**src/rtl/bus_sequencer.sv**
```systemverilog
// Bus sequencer: arbitrates CPU and NCH DMA channels onto one external bus
// with ADDR/WAIT/DATA phases, round-robin DMA grant and optional CPU fairness.
// Ports: PHI0 clock, n_RES async active-low reset; cpu_* and dma_* requests
// (dma packed, channel 0 in LSBs); wait_cfg wait states; ext_rdy/ext_rdata
// from the bus; ab/rw/db_out/db_oe bus drive; rdata last read; cpu_ack and
// dma_done completion pulses; n_ready CPU stall; busy when not idle.
// Macro BUS_SEQ_FAIR_EN: after a DMA access completes with cpu_req high, the
// next grant goes to the CPU.
module bus_sequencer #(
  parameter int AW  = 16,
  parameter int DW  = 8,
  parameter int NCH = 2,
  parameter int WSW = 3
) (
  input  logic              PHI0,
  input  logic              n_RES,
  input  logic              cpu_req,
  input  logic              cpu_rw,
  input  logic [AW-1:0]     cpu_addr,
  input  logic [DW-1:0]     cpu_wdata,
  input  logic [NCH-1:0]    dma_req,
  input  logic [NCH-1:0]    dma_rw,
  input  logic [NCH*AW-1:0] dma_addr,
  input  logic [NCH*DW-1:0] dma_wdata,
  input  logic [WSW-1:0]    wait_cfg,
  input  logic              ext_rdy,
  input  logic [DW-1:0]     ext_rdata,
  output logic [AW-1:0]     ab,
  output logic              rw,
  output logic [DW-1:0]     db_out,
  output logic              db_oe,
  output logic [DW-1:0]     rdata,
  output logic              cpu_ack,
  output logic [NCH-1:0]    dma_done,
  output logic              n_ready,
  output logic              busy
);

  localparam int CW = (NCH > 1) ? $clog2(NCH) : 1;

  typedef enum logic [1:0] {
    IDLE,
    ADDR,
    WAIT,
    DATA
  } state_t;

  state_t          state;
  state_t          state_nx;
  logic            own_cpu;
  logic [CW-1:0]   own_ch;
  logic [CW-1:0]   rr_ptr;
  logic [DW-1:0]   wd_q;
  logic [WSW-1:0]  cnt;

  logic            take;
  logic            fin;
  logic            grant;
  logic            gnt_cpu;
  logic [NCH-1:0]  rot;
  logic [CW-1:0]   sel;
  logic [CW:0]     sum;
  logic [CW-1:0]   gnt_ch;
  logic [CW-1:0]   ptr_nx;
  logic [AW-1:0]   d_addr;
  logic [DW-1:0]   d_wdata;
  logic            d_rw;
  logic [NCH-1:0]  done_vec;

  // Rotate requests so the search starts at rr_ptr, then map back.
  always_comb begin
    rot = NCH'({dma_req, dma_req} >> rr_ptr);
    sel = '0;
    for (int i = NCH - 1; i >= 0; i--) begin
      if (rot[i]) sel = CW'(i);
    end
    sum = {1'b0, rr_ptr} + {1'b0, sel};
    if (sum >= (CW + 1)'(NCH)) sum = sum - (CW + 1)'(NCH);
    gnt_ch = sum[CW-1:0];
    ptr_nx = (gnt_ch == CW'(NCH - 1)) ? '0 : gnt_ch + 1'b1;
  end

  always_comb begin
    d_addr   = '0;
    d_wdata  = '0;
    d_rw     = 1'b1;
    done_vec = '0;
    for (int i = 0; i < NCH; i++) begin
      if (gnt_ch == CW'(i)) begin
        d_addr  = dma_addr[i*AW +: AW];
        d_wdata = dma_wdata[i*DW +: DW];
        d_rw    = dma_rw[i];
      end
      done_vec[i] = fin && !own_cpu && (own_ch == CW'(i));
    end
  end

  always_comb begin
    state_nx = state;
    take     = cpu_req || (|dma_req);
    fin      = (state == DATA) && ext_rdy;
    grant    = take && ((state == IDLE) || fin);
`ifdef BUS_SEQ_FAIR_EN
    gnt_cpu  = !(|dma_req) || (fin && !own_cpu && cpu_req);
`else
    gnt_cpu  = !(|dma_req);
`endif
    unique case (state)
      IDLE: if (take) state_nx = ADDR;
      ADDR: state_nx = (cnt != '0) ? WAIT : DATA;
      WAIT: if (cnt == WSW'(1)) state_nx = DATA;
      DATA: if (ext_rdy) state_nx = take ? ADDR : IDLE;
      default: state_nx = IDLE;
    endcase
  end

  always_ff @(posedge PHI0 or negedge n_RES) begin
    if (!n_RES) begin
      state    <= IDLE;
      rr_ptr   <= '0;
      own_cpu  <= 1'b0;
      own_ch   <= '0;
      ab       <= '0;
      rw       <= 1'b1;
      wd_q     <= '0;
      cnt      <= '0;
      rdata    <= '0;
      cpu_ack  <= 1'b0;
      dma_done <= '0;
    end else begin
      state    <= state_nx;
      cpu_ack  <= fin && own_cpu;
      dma_done <= done_vec;
      if (fin && rw) rdata <= ext_rdata;
      if (state == WAIT) cnt <= cnt - 1'b1;
      if (grant) begin
        own_cpu <= gnt_cpu;
        cnt     <= wait_cfg;
        if (gnt_cpu) begin
          ab   <= cpu_addr;
          rw   <= cpu_rw;
          wd_q <= cpu_wdata;
        end else begin
          ab     <= d_addr;
          rw     <= d_rw;
          wd_q   <= d_wdata;
          own_ch <= gnt_ch;
          rr_ptr <= ptr_nx;
        end
      end
    end
  end

  assign busy    = (state != IDLE);
  assign db_oe   = busy && !rw;
  assign db_out  = db_oe ? wd_q : '0;
  assign n_ready = ~(cpu_req & ~cpu_ack);

endmodule

```
**config.mk**
```make
export PLATFORM = sky130hd
export DESIGN_NAME = bus_sequencer
export DESIGN_NICKNAME = d
export VERILOG_FILES = /design/src/rtl/bus_sequencer.sv
export SDC_FILE = /design/constraint.sdc
export NUM_CORES = 1
export LEC_CHECK = 0
export CORE_MARGIN = 2
export CORE_UTILIZATION = 29
export DETAILED_ROUTE_END_ITERATION = 7
export PLACE_DENSITY_LB_ADDON = 0.12
export SLEW_MARGIN = 20
export SYNTH_ARGS = -nofsm -noshare
export SYNTH_HDL_FRONTEND = slang
export SYNTH_SLANG_ARGS = --single-unit
```
**constraint.sdc**
```tcl
create_clock -name PHI0 -period 1.6 [get_ports PHI0]
set_input_delay 0.16 -clock PHI0 [delete_from_list [all_inputs] [get_ports PHI0]]
set_output_delay 0.16 -clock PHI0 [all_outputs]
set_load 0.03 [all_outputs]
```
==> summary by stage, run 1 <==
Timing
The transition time of the tightest slew-check pin is 0.4658 ns. Counting I/O delays and the setup requirement, the final critical path takes 1.688 ns. The worst hold slack across all endpoints is 0.2972 ns. The maximum clock frequency is 592.3 MHz. The final number of hold-violating endpoints is 0. The final max-slew violation count came to 0.

The remaining max-slew budget at the tightest pin is 68.95%. Setup violations remaining at the end of the flow were counted as 9. Setup repair after global routing could not meet its margin everywhere.

The final critical path takes up 105.5% of the cycle. The smallest setup slack after layout is -0.08843 ns. Clock skew on the completed layout was measured at 0.006025 ns.

Power and ir drop
The static leakage power is 2.030 nW. The power after layout is 9.259 mW. Dividing total power by cell area gives a power density of 1758 nW/um^2. Across the VDD grid, the largest voltage drop is 0.0006301 V.

Hold path
The tightest min-delay check is of the in2async type.

Worst setup path
The sort of element at the start of the critical path is a flip-flop. The element type at the critical path end is an output port. Traced cell by cell, the critical path runs through inv_2 > ha_4 > buf_6 > nor2_4 > and2_4 > buf_6. The cell family contributing the most delay on the critical path is flip-flops. The critical path is of the reg2out type. The cell type with the highest occurrence count on the critical path is buf_6.

For this run, the slowest stage of the critical path takes 0.38 ns. The buffer and inverter count on the worst path is 3. The critical path data arrival time is 1.53 ns.

For the worst setup path, the data required time is 1.44 ns. The slowest cell on the critical path is dfrtp_1. Along the worst path, the maximum fanout reaches 5.

Global route
The initial antenna violation count was 0. The total global routing track utilization is 18.65%. The wire length of the first global-routing pass is 17,130 um. Entering global routing, the biggest net connects 37 pins.

The number of global-route vias before repair is 3,302. The remaining global-route overflow is 0.

Finish
The area taken by multi-input logic gates is 2066 sq um. Once layout is done, the placed cells without fillers occupy 5266 sq um. The utilization of the core after routing is 48.58%. The post-synthesis to final-layout area growth is 62.76%. The post-layout net count is 569. The layout filler cell count is 1,008. In the final layout, the share of cells above drive strength 1 is 34.68%.

The combined flip-flop and latch cell area is 1102 sq um. The repair_antennas step left the layout with diodes totalling 0.

Routing
After detailed routing, the number of remaining DRC violations is 0. The via count is 3,167. After detailed routing, the number of vias per cell comes to 5.192. The detailed-routing iteration count for the pre-antenna-repair pass is 4. For this block, the initial DRC count from the detailed router was 96. The total wire length is 11,370 um. The detail route stage leaves a number of antenna-violating nets equal to 0. Dividing the detail-routed wire length by the instance count gives 18.63 um.

Die
The core footprint is 10,840 sq um. The die footprint is 12,020 sq um. Measured along the x axis, the die boundary spans 109.6 um. The effective utilization at floorplan is 29.85%. The initialized floorplan defines 38 standard-cell rows. Pin placement for this block handled 131 I/O pins.

The y dimension of the die is 109.6 um.

Logic synthesis
In the synthesized netlist, the number of instances is 322. The number of distinct library cell variants in the gate-level netlist after synthesis is 46. Summed over all instances, the cell type with the most area after synthesis is dfrtp_1. The async set or reset register ratio after synthesis is 100.0%.

By count the netlist is led by 43 x dfrtp_1, 25 x nand3b_1, 25 x o2111ai_1, 24 x nand3_1, 22 x o21ai_0. In the post-synthesis netlist, the biggest area contributors are dfrtp_1 33%, o211ai_2 7.3%, o2111ai_1 6.8%. The average instance area after synthesis is 10.05 sq um. In this run, synthesis produced a sequential element count of 44. The synthesized design contains 0 enable-type register cells. The share of the yosys chip area belonging to registers is 34.07%. The share of the synthesized area in the top cell type is 33.26%. The Yosys step of the flow raised 0 warnings. The most used flip-flop cell after synthesis is dfrtp_1. The number of nets in the synthesized netlist is 422. By instance count, the leading cell after synthesis is dfrtp_1. The post-synth design cell area is 3236 sq um.

Placement
The final HPWL from detailed placement is 7701 um. The number of port buffers is 130. At the end of routability-driven placement, the weighted congestion stood at 0.7501. The post-placement cell area is 4785 sq um.

Clock tree
Clock latency on the worst-skew pair, taken at its later pin, is 0.31 ns. For this design, the sink count on the clock tree is 44. Counting the buffers created by CTS gives 5. TritonCTS built the clock tree. The clock passes through at most 2 buffers. CTS placed an instance of clkbuf_8 at the clock tree root.

The H-tree generated during clock tree synthesis spans 2 levels. The clock transition time at the flip-flop clock pins of the worst setup and hold paths is 0.09 ns.

Outcome
The flow ran to the end, but the final reports show violations. The checks that failed: setup timing.

Flow run
Across the run, the number of max-cap violations was 0.
cells in the final DEF, fill, tap and decap left out, drive strengths merged, types with 10 or more instances in the layout:
cell | Yosys | routed
buf | 29 | 51
clkdlybuf4s50 | 0 | 115
dfrtp | 43 | 43
mux2 | 10 | 10
nand3 | 26 | 26
nand3b | 25 | 25
nor3 | 31 | 31
o2111ai | 25 | 25
o211ai | 25 | 25
o21ai | 27 | 27
or2 | 26 | 26
final cells by class:
type / instances / area share, %
tap: 140 / 3.326
timing repair buffer: 172 / 34.33
clock inverter: 2 / 0.1901
multi-input combinational: 240 / 39.23
inverter: 6 / 0.4277
sequential: 44 / 20.93
clock buffer: 6 / 1.568
routing by layer:
metal | vias to the layer above | part of all wire (%) | global-route usage, % | wire, um
li1 | 1506 | - | - | -
met1 | 1572 | 45 | 24.04 | 5099
met2 | 79 | 49 | 31.79 | 5588
met3 | 10 | 4.5 | 3.497 | 507
met4 | 0 | 1.5 | 5.244 | 171
met5 | - | 0 | 0 | 0
stage by stage:
step | setup TNS (ns) | std cells | setup slack (ns)
floorplan | 0 | 322 | 0.06145
global placement | -1.049 | 589 | -0.09679
detailed placement | -1.062 | 589 | -0.1433
CTS | -0.4449 | 605 | -0.1037
global route | -1.510 | 610 | -0.1726
finish | -0.4533 | 610 | -0.08843
path summary, 6_finish.rpt:
kind,from,depth (start not counted),end,slack [ns]
worst max register to register,state[0],8,cnt[0],-0.01
max in group asynchronous,n_RES,3,ab[6],0.65
min in group PHI0,cpu_rw,3,rw,0.40
worst max-delay path,state[0],6,db_out[7],-0.09
worst min-delay path,n_RES,2,ab[2],0.30
worst min register to register,own_ch,1,dma_done[0],0.45
sequential cells by signal, indices dropped and copies added (netlist names), 2 cells and up:
register  cells
state         2
dma_done      2
wd_q          8
rdata         8
cnt           3
ab           16
cells by family after synthesis:
kind of cell | Yosys count | synth area share [%]
AO/OA/AOI/OAI | 88 | 22.39
flip-flops | 44 | 34.07
multiplexers | 11 | 3.790
XOR/XNOR | 2 | 0.5415
buffers and inverters | 39 | 8.236
AND/OR/NAND/NOR | 130 | 27.88
adder cells (fa/ha/maj) | 8 | 3.094
power breakdown:
group          leakage [nW]  switching (mW)  internal [mW]
Combinational          1.44            3.31           3.09
Sequential            0.535           0.402           1.67
Clock                0.0510           0.439          0.346
what timing repair did:
action,CTS,global route
hold buffers,1,0
setup endpoints to repair,35,37
resized for setup,26,54
endpoints found under the hold margin,11,0
pin swaps,5,32
gates cloned,1,4
setup buffers,6,2
Power figures use the tool's default switching activity.
==> run 2: changes to the inputs <==
clock period = 1.95 ns   (was 1.6 ns; I/O delays follow)
==> run 2 against run 1 <==
The run now ends clean. Design area is 10% lower. Combinational power down 35%. Sequential share of layout area is 2.3 points higher. Core utilization decreased by 4.8 points. Largest cell class unchanged.
==> summary by stage, run 2 (synthesis results as in run 1) <==
Power and ir drop
The switching power came to 2.966 mW (was 4.147 mW). The clock group share of total power is 12.9% (was 8.5%). The cell-internal power was 3.642 mW (was 5.113 mW).

The ratio of total power to cell area is 1394 nW/um^2 (was 1758 nW/um^2). The switching share of power came to 44.89% (was 44.78%). The proportion of power drawn by flip-flops and latches is 24.6% (was 22.4%). The combinational cell fraction of total power is 62.5% (was 69.1%). The highest ir drop seen on vdd is 0.0005356 V (was 0.0006301 V). The power after layout is 6.608 mW (was 9.259 mW). The static leakage power is 1.792 nW (was 2.030 nW).

Die
The die footprint is 12,020 sq um (unchanged). The number of cell rows came to 38 (unchanged). The die outline width came to 109.6 um (unchanged). The number of I/O pins was 131 (unchanged).

The core footprint is 10,840 sq um (unchanged). The effective utilization at floorplan is 29.85% (unchanged). The y dimension of the die is 109.6 um (unchanged).

Worst setup path
The type of the worst setup path was reg2out (unchanged). The largest fanout of any net on the critical path is 9 (was 5). The critical path data arrival time is 1.67 ns (was 1.53 ns). The beginning of the worst register-to-register path is state[0] (unchanged).

The sort of element at the start of the critical path was a flip-flop (unchanged). The launching instance or port of the critical path was state[1] (was state[0]). The element type at the critical path end is an output port (unchanged).

The depth of the worst register-to-register path is 5 (was 8). The required time of the worst setup path came to 1.75 ns (was 1.44 ns).

Clock tree
The H-tree level count is 2 (unchanged). The maximum root-to-sink buffer count is 2 (unchanged). The clock transition time at the flip-flop clock pins of the worst setup and hold paths is 0.09 ns (about the same). The clock buffer count from CTS was 5 (unchanged).

The root buffer selected by CTS is clkbuf_8 (unchanged). The sink count of the clock tree is 44 (unchanged). The clock tree from TritonCTS is done (unchanged).

The clock insertion delay at the later pin of the skew report is 0.31 ns (about the same).

Finish
The layout filler cell count is 1,103 (was 1,008). The number of diodes is 0 (unchanged). Commonest cells after routing, fill and taps aside: 118 x clkdlybuf4s50_1, 43 x dfrtp_1, 25 x nand3b_1, 25 x o2111ai_1, 24 x nand3_1 (was 115 x clkdlybuf4s50_1, 43 x dfrtp_1, 25 x nand3b_1, 25 x buf_4, 24 x nand3_1).

The post-layout net count was 543 (was 569). Biggest regs: ab: 16 flops, rdata: 8 flops, wd_q: 8 flops (unchanged). The most common cell after layout, fill and taps aside is clkdlybuf4s50_1 (unchanged).

The number of flip-flops under the largest register name is 16 (unchanged). The post-synthesis to final-layout area growth was 46.56% (was 62.76%). The register bank with the most flops is ab (unchanged).

The fraction of final layout cells with drive strength greater than 1 came to 23.25% (was 34.68%).

Timing
The final number of hold-violating endpoints is 0 (unchanged). The setup TNS after final layout is 0 ns (was -0.4533 ns). The transition time of the tightest slew-check pin was 0.8379 ns (was 0.4658 ns). The total setup violations reported at the end of the flow is 0 (was 9).

The shortest clock period the worst path allows after layout is 1.861 ns. The worst hold slack across all endpoints was 0.3239 ns (was 0.2972 ns). RSZ-0062 raised after global routing: no (was yes). The final max-slew violation count is 0 (unchanged). The maximum clock skew at final layout came to 0.008083 ns (was 0.006025 ns). The remaining max-slew budget at the tightest pin is 44.14% (was 68.95%). For this run, the top clock speed supported by timing is 537.4 MHz. After layout, the worst path uses 95.43% of the clock period.

Routing
The count of antenna-violating nets left after detailed routing came to 0 (unchanged). The via count is 3,092 (was 3,167). The total wire length is 10,860 um (was 11,370 um).

The DRC violation count after routing is 0 (unchanged). The detailed-routing iteration count for the pre-antenna-repair pass is 5 (was 4). The routed length per instance is 18.62 um (was 18.63 um).

The first-iteration detailed-routing DRC count is 145 (was 96). The vias per cell was 5.304 (was 5.192).

Global route
The remaining global-route overflow is 0 (unchanged). The pin count of the biggest net entering global routing is 56 (was 37). The number of global-route vias before repair came to 3,254 (was 3,302). The wire length of the first global-routing pass is 17,100 um (was 17,130 um). The initial antenna violation count is 0 (unchanged). The total global routing track utilization was 18.46% (was 18.65%).

Placement
The final estimated routing congestion in global placement came to 0.7459 (was 0.7501). The number of port buffers is 130 (unchanged). The final HPWL from detailed placement is 7350 um (was 7701 um).

Flow run
The max capacitance violation total is 0 (unchanged).

Hold path
The class of the worst hold path was in2async (unchanged).

Outcome
Status: complete, no violations (was finished, violations left).
==> run 2: changes by cell type in the layout (fill, tap and decap cells not counted), sizes merged <==
cell	before	now
nor2	4	3
buf	51	27
clkdlybuf4s50	115	118
dlymetal6s2s	1	0
clkbuf	9	5
bufinv	0	2
clkinv	2	0
==> run 2: timing repair <==
action,in CTS,in global routing
setup buffers,0,1
hold endpoints to repair,10,0
hold buffers,1,0
gates resized for setup,2,0
setup endpoints to repair,2,4
==> run 2: critical path, cell delays in order (launching register included) <==
cell     delay, ns
dfrtp_1       0.44
inv_1         0.10
ha_2          0.26
nor2_1        0.07
buf_4         0.17
and2_1        0.17
buf_4         0.17
==> run 2: layout make-up <==
class                           instances  area, sq um  share of cell area [%]
Clock buffer                            5        68.82                   1.451
Clock inverter                          2        60.06                   1.266
Inverter                                6        22.52                  0.4749
Multi-Input combinational cell        239         1878                   39.60
Sequential cell                        44         1102                   23.25
Tap cell                              140        175.2                   3.694
Timing Repair Buffer                  147         1435                   30.26
==> run 2: per-stage QoR <==
step | std cells | cell area (sq um) | utilization [%] | setup WS (ns)
2_1_floorplan | 322 | 3236 | - | 0.04426
3_3_place_gp | 574 | 4594 | 42.38 | 0.07106
3_5_place_dp | 574 | 4594 | 42.38 | 0.05036
4_1_cts | 582 | 4735 | 43.68 | 0.06282
5_1_grt | 583 | 4742 | 43.74 | 0.0001495
6_report | 583 | 4742 | 43.74 | 0.08903
==> run 2: power groups by stage <==
| stage | clock network, mW | registers (mW) | logic, mW |
|---|---|---|---|
| 2_1_floorplan | 0 | 2.12 | 2.23 |
| 3_3_place_gp | 0 | 1.64 | 4.09 |
| 3_5_place_dp | 0 | 1.65 | 4.14 |
| 4_1_cts | 0.875 | 1.64 | 4.15 |
| 5_1_grt | 0.900 | 1.67 | 4.46 |
| 6_report | 0.852 | 1.62 | 4.13 |
==> run 2: path summary, 6_finish.rpt <==
kind	to	slack, ns
worst max-delay path	db_out[6]	0.09
worst min-delay path	ab[7]	0.32
worst max register to register	state[1]	0.22
worst min register to register	dma_done[0]	0.47
max in group asynchronous	own_ch	0.97
min in group PHI0	rw	0.45
==> run 2: layer usage <==
| metal | part of all wire [%] | vias up | GRT usage (%) | wire length (um) |
|---|---|---|---|---|
| met3 | 5.7 | 14 | 3.438 | 621 |
| met4 | 1.2 | 0 | 4.340 | 130 |
| met5 | 0 | - | 0 | 0 |
| met2 | 49 | 109 | 32.28 | 5318 |
| met1 | 44 | 1523 | 23.52 | 4785 |
| li1 | - | 1446 | - | - |
==> run 3: changes to the inputs <==
CORE_UTILIZATION = 45   (was 29)
==> run 3 against run 2 <==
Via count increased by 1.5%. Sequential power about the same. Flip-flop and latch count unchanged. Sequential share of layout area increased by 0.068 points. Die area decreased by 34%. Critical path depth increased by 1. Clock power decreased by 10%. Clock skew increased by 0.0017 ns. Register-to-register slack got worse by 0.13 ns. First-iteration DRC count increased by 14%. Total power increased by 0.41%. Count of clock-buffer cells in the layout increased by 1. Critical path type unchanged.
==> summary by stage, run 3 (synthesis results as in run 1) <==
Clock tree
The H-tree level count was 2 (unchanged). The sink count of the clock tree is 44 (unchanged). The root buffer selected by CTS is clkbuf_8 (unchanged). The clock tree from TritonCTS was done (unchanged). The maximum root-to-sink buffer count is 2 (unchanged). The clock transition time at the flip-flop clock pins of the worst setup and hold paths is 0.10 ns (was 0.09 ns). The clock insertion delay at the later pin of the skew report is 0.31 ns (about the same). The clock buffer count from CTS is 5 (unchanged).

Die
The effective utilization at floorplan is 47.10% (was 29.85%). The y dimension of the die is 88.80 um (was 109.6 um). The number of cell rows came to 30 (was 38).

The core footprint is 6869 sq um (was 10,840 sq um). The die footprint is 7885 sq um (was 12,020 sq um). The number of I/O pins is 131 (unchanged). The die outline width is 88.80 um (was 109.6 um).

Outcome
Status: complete, no violations (unchanged).

Timing
The share of the clock period used by the worst path was 95.78% (was 95.43%). The remaining max-slew budget at the tightest pin is 51.42% (was 44.14%). The total setup violations reported at the end of the flow was 0 (unchanged). The maximum clock frequency is 535.4 MHz (was 537.4 MHz). The smallest setup slack after layout is 0.08224 ns (was 0.08903 ns).

The maximum clock skew at final layout came to 0.009827 ns (was 0.008083 ns). The transition time of the tightest slew-check pin is 0.7288 ns (was 0.8379 ns). The shortest clock period the worst path allows after layout is 1.868 ns (was 1.861 ns). The final max-slew violation count was 0 (unchanged). RSZ-0062 raised after global routing: yes (was no).

The final number of hold-violating endpoints is 0 (unchanged).

Worst setup path
The type of the worst setup path was reg2out (unchanged). The required time of the worst setup path was 1.75 ns (about the same). The sort of element at the start of the critical path is a flip-flop (unchanged). The largest fanout of any net on the critical path is 9 (unchanged).

The stage delay of the slowest cell on the critical path was 0.39 ns (was 0.44 ns). The slowest cell on the critical path is dfrtp_1 (unchanged). The element type at the critical path end is an output port (unchanged). Cell Chain, Critical Path: inv_1 > ha_4 > buf_4 > nor2_1 > buf_4 > and2_1 > buf_4 (was inv_1 > ha_2 > nor2_1 > buf_4 > and2_1 > buf_4). The critical path data arrival time came to 1.67 ns (about the same). The cell type with the highest occurrence count on the critical path is buf_4 (unchanged).

Routing
The count of antenna-violating nets left after detailed routing was 0 (unchanged). The total wire length came to 9691 um (was 10,860 um). The detailed-routing iteration count for the pre-antenna-repair pass is 4 (was 5).

The routed length per instance is 17.81 um (was 18.62 um). The DRC violation count after routing is 0 (unchanged). The vias per cell is 5.768 (was 5.304).

The first-iteration detailed-routing DRC count was 165 (was 145). The via count is 3,138 (was 3,092).

Finish
The most common cell after layout, fill and taps aside was clkdlybuf4s50_1 (unchanged). The number of flip-flops under the largest register name is 16 (unchanged). The register bank with the most flops was ab (unchanged). The area taken by multi-input logic gates came to 1904 sq um (was 1878 sq um). The post-layout net count is 547 (was 543). Biggest regs: ab: 16 flops, rdata: 8 flops, wd_q: 8 flops (unchanged).

Commonest cells after routing, fill and taps aside: 118 x clkdlybuf4s50_1, 43 x dfrtp_1, 25 x nand3b_1, 25 x o2111ai_1, 25 x buf_4 (was 118 x clkdlybuf4s50_1, 43 x dfrtp_1, 25 x nand3b_1, 25 x o2111ai_1, 24 x nand3_1). The layout filler cell count is 562 (was 1,103). The post-synthesis to final-layout area growth is 46.13% (was 46.56%). The number of non-filler instances in the completed layout came to 544 (was 583). The number of diodes is 0 (unchanged). The combined flip-flop and latch cell area is 1102 sq um (unchanged).

The cell area after layout is 4728 sq um (was 4742 sq um). The fraction of final layout cells with drive strength greater than 1 is 24.11% (was 23.25%).

Global route
The total global routing track utilization is 24.34% (was 18.46%). The remaining global-route overflow came to 0 (unchanged). The wire length of the first global-routing pass is 15,060 um (was 17,100 um). The initial antenna violation count was 0 (unchanged). The pin count of the biggest net entering global routing is 45 (was 56). The number of global-route vias before repair is 3,144 (was 3,254).

Flow run
The max capacitance violation total is 0 (unchanged).

Power and ir drop
The static leakage power is 1.811 nW (was 1.792 nW). The power after layout is 6.635 mW (was 6.608 mW). The highest ir drop seen on vdd came to 0.0005420 V (was 0.0005356 V). The ratio of total power to cell area is 1403 nW/um^2 (was 1394 nW/um^2).

Placement
The cell count after placement is 532 (was 574). The final HPWL from detailed placement came to 6823 um (was 7350 um). The post-placement cell area is 4554 sq um (was 4594 sq um). The final estimated routing congestion in global placement is 0.7732 (was 0.7459). The post-placement worst setup slack came to -0.1393 ns (was 0.05036 ns). The number of port buffers was 130 (unchanged).

Hold path
The class of the worst hold path is in2async (unchanged).
run 3: worst max-delay path: cells and delay by family (launching register included):
family                     cells  cell delay, ns
buffers and inverters          4            0.57
and+or+nand+nor                2            0.21
adders and majority gates      1            0.18
DFF                            1            0.39
run 3: stage by stage:
stage	hold slack, ns	utilization (%)	TNS, ns
6_report	0.4012	68.83	0
5_1_grt	0.4459	68.83	-0.03164
4_1_cts	0.4072	68.52	0
3_5_place_dp	0.1988	66.30	-2.951
3_3_place_gp	0.1951	66.30	-1.582
2_1_floorplan	-0.1006	-	0
run 3: final cells by class:
class                   instances  area share (%)
clock buffers                   6           1.746
clock inverters                 2          0.8203
inverters                       6          0.4763
multi-input cells             240           40.28
flip-flops and latches         44           23.31
well taps                      96           2.540
repair buffers                150           30.83
run 3: path summary, 6_finish.rpt:
check / to / slack (ns) / startpoint / depth (start not counted)
setup / recovery: db_out[3] / 0.08 / state[1] / 7
hold / removal: state[1] / 0.40 / n_RES / 2
setup reg to reg: wd_q[7] / 0.09 / state[1] / 5
hold reg to reg: dma_done[0] / 0.44 / own_ch / 1
max in group asynchronous: rdata[2] / 1.04 / n_RES / 3
min in group PHI0: dma_done[0] / 0.44 / own_ch / 1
run 3: metal layers:
metal	global-route usage (%)	vias to the layer above	part of all wire, %
li1	-	1456	-
met1	32.40	1544	42
met2	40.84	132	50
met3	4.851	6	7.1
met4	5.647	0	0.70
met5	0	-	0
run 3: timing repair:
action                     CTS  global route
buffers inserted             2             0
resized for setup            2             2
hold endpoints to repair    19             0
setup endpoints to repair   32            19
cloned                       0             1
pin swaps                    0             1
hold buffers                 1             0
run 3: power by group:
| part | total, mW | switching [mW] | internal, mW |
|---|---|---|---|
| registers | 1.65 | 0.277 | 1.37 |
| logic | 4.22 | 2.39 | 1.84 |
| clock network | 0.764 | 0.345 | 0.420 |
